$ cat src/rtl/clk_div_multi.sv
// Multi-channel programmable clock/tick divider with double-buffered divisors.
// Optional CLK_DIV_SYNC_EN adds the i_Sync phase-align input.
module clk_div_multi #(
  parameter int unsigned CHANNELS  = 4,
  parameter int unsigned DIV_W     = 24,
  parameter int unsigned RESET_DIV = 12500000
) (
  input  logic                      i_Clk,
  input  logic                      Reset,
  input  logic [CHANNELS-1:0]       i_En,
  input  logic [CHANNELS-1:0]       i_Load,
  input  logic [CHANNELS*DIV_W-1:0] i_Div,
`ifdef CLK_DIV_SYNC_EN
  input  logic                      i_Sync,
`endif
  output logic [CHANNELS-1:0]       o_Clk,
  output logic [CHANNELS-1:0]       o_Tick,
  output logic [CHANNELS-1:0]       o_Pending
);

  localparam logic [DIV_W-1:0] RST_DIV = DIV_W'(RESET_DIV);
  localparam logic [DIV_W-1:0] ONE     = DIV_W'(1);

  logic sync_c;
`ifdef CLK_DIV_SYNC_EN
  assign sync_c = i_Sync;
`else
  assign sync_c = 1'b0;
`endif

  for (genvar k = 0; k < CHANNELS; k++) begin : g_ch
    logic [DIV_W-1:0] cnt_q, cnt_d;
    logic [DIV_W-1:0] act_q, act_d;
    logic [DIV_W-1:0] shd_q, shd_d;
    logic [DIV_W-1:0] div_in;
    logic [DIV_W-1:0] half_c;
    logic             pend_q, pend_d;
    logic             run_q, run_d;
    logic             clk_q, clk_d;
    logic             tick_q, tick_d;
    logic             bnd_c;

    assign div_in = i_Div[k*DIV_W +: DIV_W];

    // Next count, divisor hand-over at period boundaries, and output decode.
    // run_q marks a channel already inside a period; a fresh start forces cnt_next=0.
    always_comb begin
      cnt_d  = cnt_q;
      act_d  = act_q;
      shd_d  = shd_q;
      pend_d = pend_q;
      run_d  = run_q;
      clk_d  = 1'b0;
      tick_d = 1'b0;
      bnd_c  = 1'b0;
      half_c = '0;

      if (!i_En[k]) begin
        cnt_d = '0;
        bnd_c = 1'b1;
      end else if (act_q == '0) begin
        cnt_d = '0;
        bnd_c = 1'b1;
      end else if (!run_q || sync_c || (cnt_q == act_q - ONE)) begin
        cnt_d = '0;
        bnd_c = 1'b1;
      end else begin
        cnt_d = cnt_q + ONE;
      end

      if (bnd_c) begin
        act_d  = i_Load[k] ? div_in : shd_q;
        shd_d  = act_d;
        pend_d = 1'b0;
        run_d  = i_En[k] && (act_d != '0);
      end else if (i_Load[k]) begin
        shd_d  = div_in;
        pend_d = 1'b1;
      end

      // High length follows the divisor governing the period that cnt_d belongs to.
      if (i_En[k] && (act_d != '0)) begin
        half_c = act_d - (act_d >> 1);
        clk_d  = (cnt_d < half_c);
        tick_d = (cnt_d == '0);
      end
    end

    always_ff @(posedge i_Clk or posedge Reset) begin
      if (Reset) begin
        cnt_q  <= '0;
        act_q  <= RST_DIV;
        shd_q  <= RST_DIV;
        pend_q <= 1'b0;
        run_q  <= 1'b0;
        clk_q  <= 1'b0;
        tick_q <= 1'b0;
      end else begin
        cnt_q  <= cnt_d;
        act_q  <= act_d;
        shd_q  <= shd_d;
        pend_q <= pend_d;
        run_q  <= run_d;
        clk_q  <= clk_d;
        tick_q <= tick_d;
      end
    end

    assign o_Clk[k]     = clk_q;
    assign o_Tick[k]    = tick_q;
    assign o_Pending[k] = pend_q;
  end

endmodule
$ cat config.mk
export PLATFORM = sky130hd
export DESIGN_NAME = clk_div_multi
export DESIGN_NICKNAME = d
export VERILOG_FILES = /design/src/rtl/clk_div_multi.sv
export SDC_FILE = /design/constraint.sdc
export NUM_CORES = 1
export LEC_CHECK = 0
export BUFFER_PORTS_ARGS = -buffer_cell sky130_fd_sc_hd__buf_2
export CORE_MARGIN = 5
export CORE_UTILIZATION = 40
export DETAILED_ROUTE_END_ITERATION = 10
export RECOVER_POWER = 100
export SYNTH_ARGS = -nofsm -noshare
export SYNTH_HDL_FRONTEND = slang
export SYNTH_SLANG_ARGS = --single-unit
$ cat constraint.sdc
create_clock -name i_Clk -period 11.6 [get_ports i_Clk]
set_input_delay 2.9 -clock i_Clk [delete_from_list [all_inputs] [get_ports i_Clk]]
set_output_delay 2.9 -clock i_Clk [all_outputs]
set_load 0.02 [all_outputs]
==> impl_metrics.json, run 1 <==
{
  "grtUsageMet3": 0.02519,
  "fp.dieArea_mm2": 0.06722,
  "p_leak_nw": 12.11,
  "postRouteAntennaNets": 0,
  "synth.top_cell.area_share": 0.2094,
  "area_growth_pct": 9.420,
  "setup_tns_ps": 0,
  "min_period_ps": 10000,
  "postCtsHoldBufs": 0,
  "ioPinCount": 118,
  "routed_wirelength_mm": 69.93,
  "drt_iter0_markers": 1331,
  "holdCritPathClass": "reg -> reg",
  "clk_pin_slew_worst_paths_ps": 60,
  "synth_ff_type": "dfrtp_1",
  "run_status": "finished, violations left",
  "die_y_um": 259.3,
  "grt_pass1_vias": 20790,
  "die_w_um": 259.3,
  "skew_ps": 23.34,
  "via_per_inst": 5.680,
  "power_density_mw_per_mm2": 148.7,
  "cts_buffers": 37,
  "wire_per_inst_um": 18.96,
  "synth-edff-count": 0,
  "worstPathRequired_ps": 12060,
  "cts-resized-gates": 0,
  "post-route-period-util": 0.8624,
  "synthCells": 2787,
  "ys_top_cells_by_area": "dfrtp_1 21%, ha_1 11%, dfstp_2 10%",
  "fp-row-count": 91,
  "synth_nets": 3113,
  "cts_max_path_buffers": 3,
  "yosys_warnings": 0,
  "gr-usage-met1": 0.2760,
  "hold_violations": 0,
  "grt_antenna_before_repair": 0,
  "cts_tree": "done",
  "grt.busiest_layer": "met2",
  "start_kind": "primary input",
  "hpwl_mm": 54.76,
  "nNetsFinal": 3149,
  "tightest_slew_ps": 4624,
  "drive_gt1_frac": 0.1066,
  "dp_cells": 3621,
  "ir_drop_mv": 0.1057,
  "synth-seq-cells": 304,
  "drt_first_pass_iters": 5,
  "clock_latency_ps": 550,
  "ys_seq_area_frac": 0.3109,
  "synth_cell_types": 91,
  "max_cap_violations": 7,
  "slew_headroom": -2.100,
  "clock-root-buffer": "clkbuf_16",
  "num_antenna_cells": 0,
  "core-area_mm2": 0.06160,
  "finalMaxSlewViolations": 419,
  "worstSetupEndpointType": "flop",
  "timing.fmax_mhz": 99.97,
  "grt-ovfl-total": 0,
  "grt_max_degree": 103,
  "postCtsSetupBuffers": 0,
  "totalPowerFinal_mw": 4.044,
  "port_buffers": 117,
  "failed_checks": "capacitance limit, slew limit",
  "grt_use_met2": 0.3458,
  "cts.htree.levels": 2,
  "setup_violations": 0,
  "rsz0062_at_grt": "no",
  "initial_utilization": 0.4035,
  "vias": 20950,
  "yosysTopAreaCell": "dfrtp_1",
  "crit_type": "in -> reg",
  "synth_async_sr_flop_share": 1.000,
  "syn-cell-area_mm2": 0.02485,
  "syn_area_per_cell_um2": 8.917,
  "drc_errors": 0,
  "arrival_ps": 10460,
  "track_usage": 0.2032,
  "layout.cells.non_filler": 3688,
  "grt_pass1_wl_mm": 113.0,
  "gp_congestion": 0.9055,
  "clock-sinks": 304,
  "yosysMostFrequentCell": "nor2_1",
  "crit_fanout": 51,
  "synthTopCellsByCount": "244 x nor2_1, 216 x ha_1, 208 x dfrtp_1"
}
==> area by class of cell <==
cell class | count | area, µm²
Clock inverter | 14 | 185.2
Sequential cell | 304 | 7727
Multi-Input combinational cell | 2171 | 15870
Fill cell | 5969 | 34400
Inverter | 182 | 684.4
Timing Repair Buffer | 127 | 616.8
Clock buffer | 53 | 1067
Tap cell | 837 | 1047
==> kinds of logic (layout without fill, tap and decap cells) <==
family / count (synthesis) / after routing / share of synthesized area
simple gates: 930 / 930 / 0.1978
fa+ha+maj: 226 / 226 / 0.1144
buf+inv: 312 / 376 / 0.05055
flops: 304 / 304 / 0.3109
mux: 193 / 193 / 0.08262
xor+xnor: 301 / 301 / 0.1061
compound gates: 521 / 521 / 0.1377
==> worst max-delay path: stages <==
cell and delay [ps]:
clkbuf_1 150, o311a_1 240, o21a_2 470, clkbuf_1 1890, nor2_1 120, a21oi_1 260
inv_1 110, ha_1 350, nor2_1 80, a211oi_1 460, inv_1 150, a21oi_1 180
mux2i_1 90, a41oi_1 560, o21ai_0 230, o221ai_1 300, o21ai_0 170, xor2_1 170
ha_1 300, nand4_1 150, nor4_1 90, a221o_1 320, a21oi_1 100, o21ai_0 80
or3_1 310, a31oi_1 140
==> layer usage <==
layer | vias up | share of wire | wire [µm]
met5 | - | 0 | 0
met4 | 0 | 0.022 | 1547
met3 | 89 | 0.046 | 3225
met2 | 527 | 0.48 | 33600
met1 | 10280 | 0.45 | 31560
li1 | 10050 | - | -
==> where the power goes <==
group / switching (mW) / total (mW) / internal [mW]
Combinational: 0.898 / 1.53 / 0.631
Sequential: 0.123 / 1.30 / 1.18
Clock: 0.480 / 1.21 / 0.731
Total: 1.50 / 4.04 / 2.54
==> placed cells by master (no fill, tap or decap), types with 11 or more instances in the layout <==
cell type	Yosys	routed
and4_1	11	11
clkbuf_1	92	32
and2_1	28	13
nor4_1	67	67
nor2b_1	44	44
nand3b_1	14	14
clkbuf_16	0	38
a211oi_1	14	14
o21bai_1	17	17
inv_1	182	181
xor2_1	124	124
buf_2	7	100
o21a_1	19	18
and3_1	44	44
mux2_2	97	11
mux2i_1	96	96
xnor2_1	177	177
and2_0	0	15
nand3_1	87	87
dfrtp_1	208	208
o31ai_1	16	16
o21ai_0	106	106
a31oi_1	29	29
nand4_1	62	62
a21o_1	44	44
mux2_1	0	86
or4_1	21	21
or3_1	33	33
nor2_1	244	244
a21oi_1	145	145
nor3_1	70	70
nand2_1	118	118
nand2b_1	37	37
ha_1	216	216
dfstp_2	96	96
==> registers in the layout (all words and copies together), names as in the netlist <==
register and count:
g_ch.act_q 96, g_ch.cnt_q 96, g_ch.tick_q 4, g_ch.pend_q 4, g_ch.clk_q 4, g_ch.shd_q 96
g_ch.run_q 4
==> path summary, 6_finish.rpt <==
path | endpoint | slack, ps | startpoint | cells past startpoint
setup / recovery | g_ch[2].clk_q | 1600 | i_En[2] | 26
hold / removal | g_ch[2].pend_q | 480 | g_ch[2].pend_q | 1
setup reg to reg | g_ch[0].clk_q | 1780 | g_ch[0].act_q[0] | 36
hold reg to reg | g_ch[2].pend_q | 480 | g_ch[2].pend_q | 1
max in group asynchronous | g_ch[3].shd_q[22] | 2540 | Reset | 3
min in group asynchronous | g_ch[1].pend_q | 3740 | Reset | 2
==> through the flow <==
| stage | util | hold WS, ps | instance area (µm²) | worst slack [ps] |
|---|---|---|---|---|
| after floorplan | - | 452.1 | 24850 | 456.2 |
| final | 0.4415 | 483.5 | 27190 | 1597 |
| after CTS | 0.4424 | 479.0 | 27250 | 2701 |
| after global placement | 0.4221 | 468.8 | 26000 | 2457 |
| after global routing | 0.4415 | 513.6 | 27190 | 999.2 |
| after detailed placement | 0.4221 | 466.2 | 26000 | 2247 |
(Power assumes the default switching activity.)
==> run 2: changes to the inputs <==
--- a/config.mk
+++ b/config.mk
@@ -5,10 +5,11 @@
 export SDC_FILE = /design/constraint.sdc
 export NUM_CORES = 1
 export LEC_CHECK = 0
-export BUFFER_PORTS_ARGS = -buffer_cell sky130_fd_sc_hd__buf_2
+export ABC_AREA = 1
 export CORE_MARGIN = 5
 export CORE_UTILIZATION = 40
 export DETAILED_ROUTE_END_ITERATION = 10
+export DONT_BUFFER_PORTS = 1
 export RECOVER_POWER = 100
 export SYNTH_ARGS = -nofsm -noshare
 export SYNTH_HDL_FRONTEND = slang
==> run 2 against run 1 <==
Net effect: the flow still finishes with violations (capacitance limit, slew limit); worst hold slack gained 33 ps; die area grew 5.9%; wire length increased by 11%; combinational power is 5% lower; sequential power down 4%; maximum frequency increased by 15%; sequential cell count unchanged; total power fell by 1.9%; clock power up 4%; critical endpoint unchanged; largest cell class unchanged; highest routed layer unchanged.
==> impl_metrics.json, run 2 <==
{
  "run_status": "finished, violations left",
  "failed_checks": "capacitance limit, slew limit",
  "top_regs": "g_ch.act_q x96, g_ch.cnt_q x96, g_ch.shd_q x96",
  "grt-ovfl-total": 0,
  "worstRegToRegCells": 29,
  "core-area_mm2": 0.06563,
  "clock-sinks": 304,
  "syn-cell-area_mm2": 0.02639,
  "setup_tns_ps": 0,
  "critPathTopFamily": "simple AND/OR/NAND/NOR gates",
  "ys_seq_area_frac": 0.2928,
  "pwr-share-comb": 0.367,
  "fillCellCount": 6902,
  "drt_first_pass_iters": 6,
  "yosysMostFrequentCell": "nand2_1",
  "syn_area_per_cell_um2": 7.026,
  "pwr-share-seq": 0.316,
  "ir_drop_mv": 0.09904,
  "synth_async_sr_flop_share": 1.000,
  "grtUsageMet3": 0.03070,
  "hold_violations": 0,
  "grt_pass1_vias": 22780,
  "crit_type": "in -> reg",
  "routed_wirelength_mm": 77.71,
  "holdCritPathClass": "reg -> reg",
  "grt_pass1_wl_mm": 123.8,
  "drive_gt1_frac": 0.1050,
  "layout_commonest_cell": "nand2_1",
  "finalMaxSlewViolations": 362,
  "postCtsHoldBufs": 0,
  "whs_path_depth": 2,
  "drt_iter0_markers": 1688,
  "p_leak_nw": 14.10,
  "clkPwrFrac": 0.316,
  "r2r_end": "g_ch[1].clk_q",
  "track_usage": 0.2146,
  "crit_buf_inv": 5,
  "clk_pin_slew_worst_paths_ps": 60,
  "final_cell_mix": "867 x nand2_1, 549 x inv_1, 434 x nor2_1",
  "clock_latency_ps": 550,
  "cp_slowest_cell": "nand2_1",
  "switching_share": 0.3889,
  "totalPowerFinal_mw": 3.968,
  "hold_end": "g_ch[3].shd_q[1]",
  "post-route-period-util": 0.7493,
  "worstSetupEndpointType": "flop",
  "power_density_mw_per_mm2": 140.0,
  "cts_buffers": 39,
  "nNetsFinal": 4068,
  "postCtsSetupBuffers": 0,
  "grt_use_met2": 0.3447,
  "via_per_inst": 5.063,
  "synth_nets": 4082,
  "port_buffers": 0,
  "internal_power_mw": 2.425,
  "ys_top_cells_by_area": "dfrtp_1 20%, nand2_1 12%, ha_1 10%",
  "vias": 23470,
  "synthTopCellsByCount": "848 x nand2_1, 550 x inv_1, 434 x nor2_1",
  "fp-row-count": 94,
  "die_y_um": 266.9,
  "drc_errors": 0,
  "cts.htree.levels": 2,
  "area_growth_pct": 7.382,
  "synth_ff_type": "dfrtp_1",
  "tightest_slew_ps": 5389,
  "reg2reg_slack_ps": 3950,
  "skew_ps": 16.33,
  "crit_fanout": 72,
  "placed_area_mm2": 0.02714,
  "yosysTopAreaCell": "dfrtp_1",
  "rsz0062_at_grt": "no",
  "hpwl_mm": 63.62,
  "initial_utilization": 0.4021,
  "yosys_warnings": 0,
  "layout.cells.non_filler": 4636,
  "cts-resized-gates": 0,
  "grt_antenna_before_repair": 5,
  "clock-root-buffer": "clkbuf_16",
  "synthCells": 3756,
  "gr-usage-met1": 0.3057,
  "cts_max_path_buffers": 3,
  "crit_path_frequent_cell": "nand2_1",
  "rr_startpoint": "g_ch[1].act_q[0]",
  "synth-seq-cells": 304,
  "arrival_ps": 9170,
  "postRouteAntennaNets": 0,
  "slowest_delay_ps": 1520,
  "grt_max_degree": 120,
  "synth-edff-count": 0,
  "max_cap_violations": 5,
  "gp_congestion": 0.9199,
  "wire_per_inst_um": 16.76,
  "grt.busiest_layer": "met2",
  "timing.fmax_mhz": 115.1,
  "stdcell_area_mm2": 0.02834,
  "synth.top_cell.area_share": 0.1972,
  "cts_tree": "done",
  "synth_cell_types": 58,
  "dp_cells": 4565,
  "ioPinCount": 118,
  "min_period_ps": 8691,
  "slew_headroom": -2.613,
  "setup_violations": 0,
  "fp.dieArea_mm2": 0.07121,
  "switching_power_mw": 1.543,
  "start_kind": "primary input",
  "min_from": "g_ch[3].shd_q[1]",
  "die_w_um": 266.9,
  "worstPathRequired_ps": 12080
}
run 2: layout make-up:
| class | count | area, µm² | share of cell area |
|---|---|---|---|
| multi-input combinational | 2826 | 16060 | 0.5668 |
| sequential | 304 | 7727 | 0.2727 |
| inverter | 566 | 2126 | 0.07502 |
| clock buffer | 56 | 1120 | 0.03952 |
| tap | 864 | 1081 | 0.03815 |
| clock inverter | 14 | 187.7 | 0.006623 |
| timing repair buffer | 5 | 30.03 | 0.001060 |
| antenna | 1 | 2.502 | 0.00008831 |
run 2: cell families after synthesis:
kind of cell	after synthesis	share of synthesized area
muxes	22	0.008345
and+or+nand+nor	1985	0.3449
DFF	304	0.2928
xor gates and xnor gates	207	0.07031
adders and majority gates	220	0.1054
buffers and inverters	626	0.09478
AOI/OAI and AO/OA	392	0.08335
run 2: through the flow:
stage / hold WS (ps) / setup slack, ps / utilization
floorplan: 453.2 / 456.2 / -
global placement: 493.2 / 4028 / 0.4135
detailed placement: 504.3 / 3983 / 0.4135
CTS: 517.4 / 4570 / 0.4334
global route: 538.7 / 2126 / 0.4317
finish: 517.0 / 2909 / 0.4318
run 2: how the worst max path moves through the flow:
stage | cells past startpoint | slack [ps] | end | start
floorplan | 1 | 460 | g_ch[0].act_q[0] | Reset
global placement | 23 | 4030 | g_ch[0].clk_q | i_En[0]
detailed placement | 23 | 3980 | g_ch[0].clk_q | i_En[0]
CTS | 23 | 4570 | g_ch[0].clk_q | i_En[0]
global route | 22 | 2130 | g_ch[2].clk_q | i_En[2]
finish | 26 | 2910 | g_ch[2].clk_q | i_En[2]
run 2: per-layer routing:
layer | up-vias | routed length, µm
li1 | 12060 | -
met1 | 10770 | 37660
met2 | 525 | 34450
met3 | 120 | 3611
met4 | 0 | 1993
met5 | - | 0
run 2: power by group through the flow:
stage               Combinational [mW]  Sequential [mW]  Clock, mW
finish                            1.46             1.25       1.26
global route                      1.67             1.27       1.33
CTS                               1.46             1.25       1.29
detailed placement                1.45             1.27          0
global placement                  1.44             1.27          0
floorplan                         1.13             1.23          0
run 2: tightest hold or removal path: cells and delay by family (launching register included):
family / cells / cell delay [ps]
flops: 1 / 320
simple gates: 2 / 150
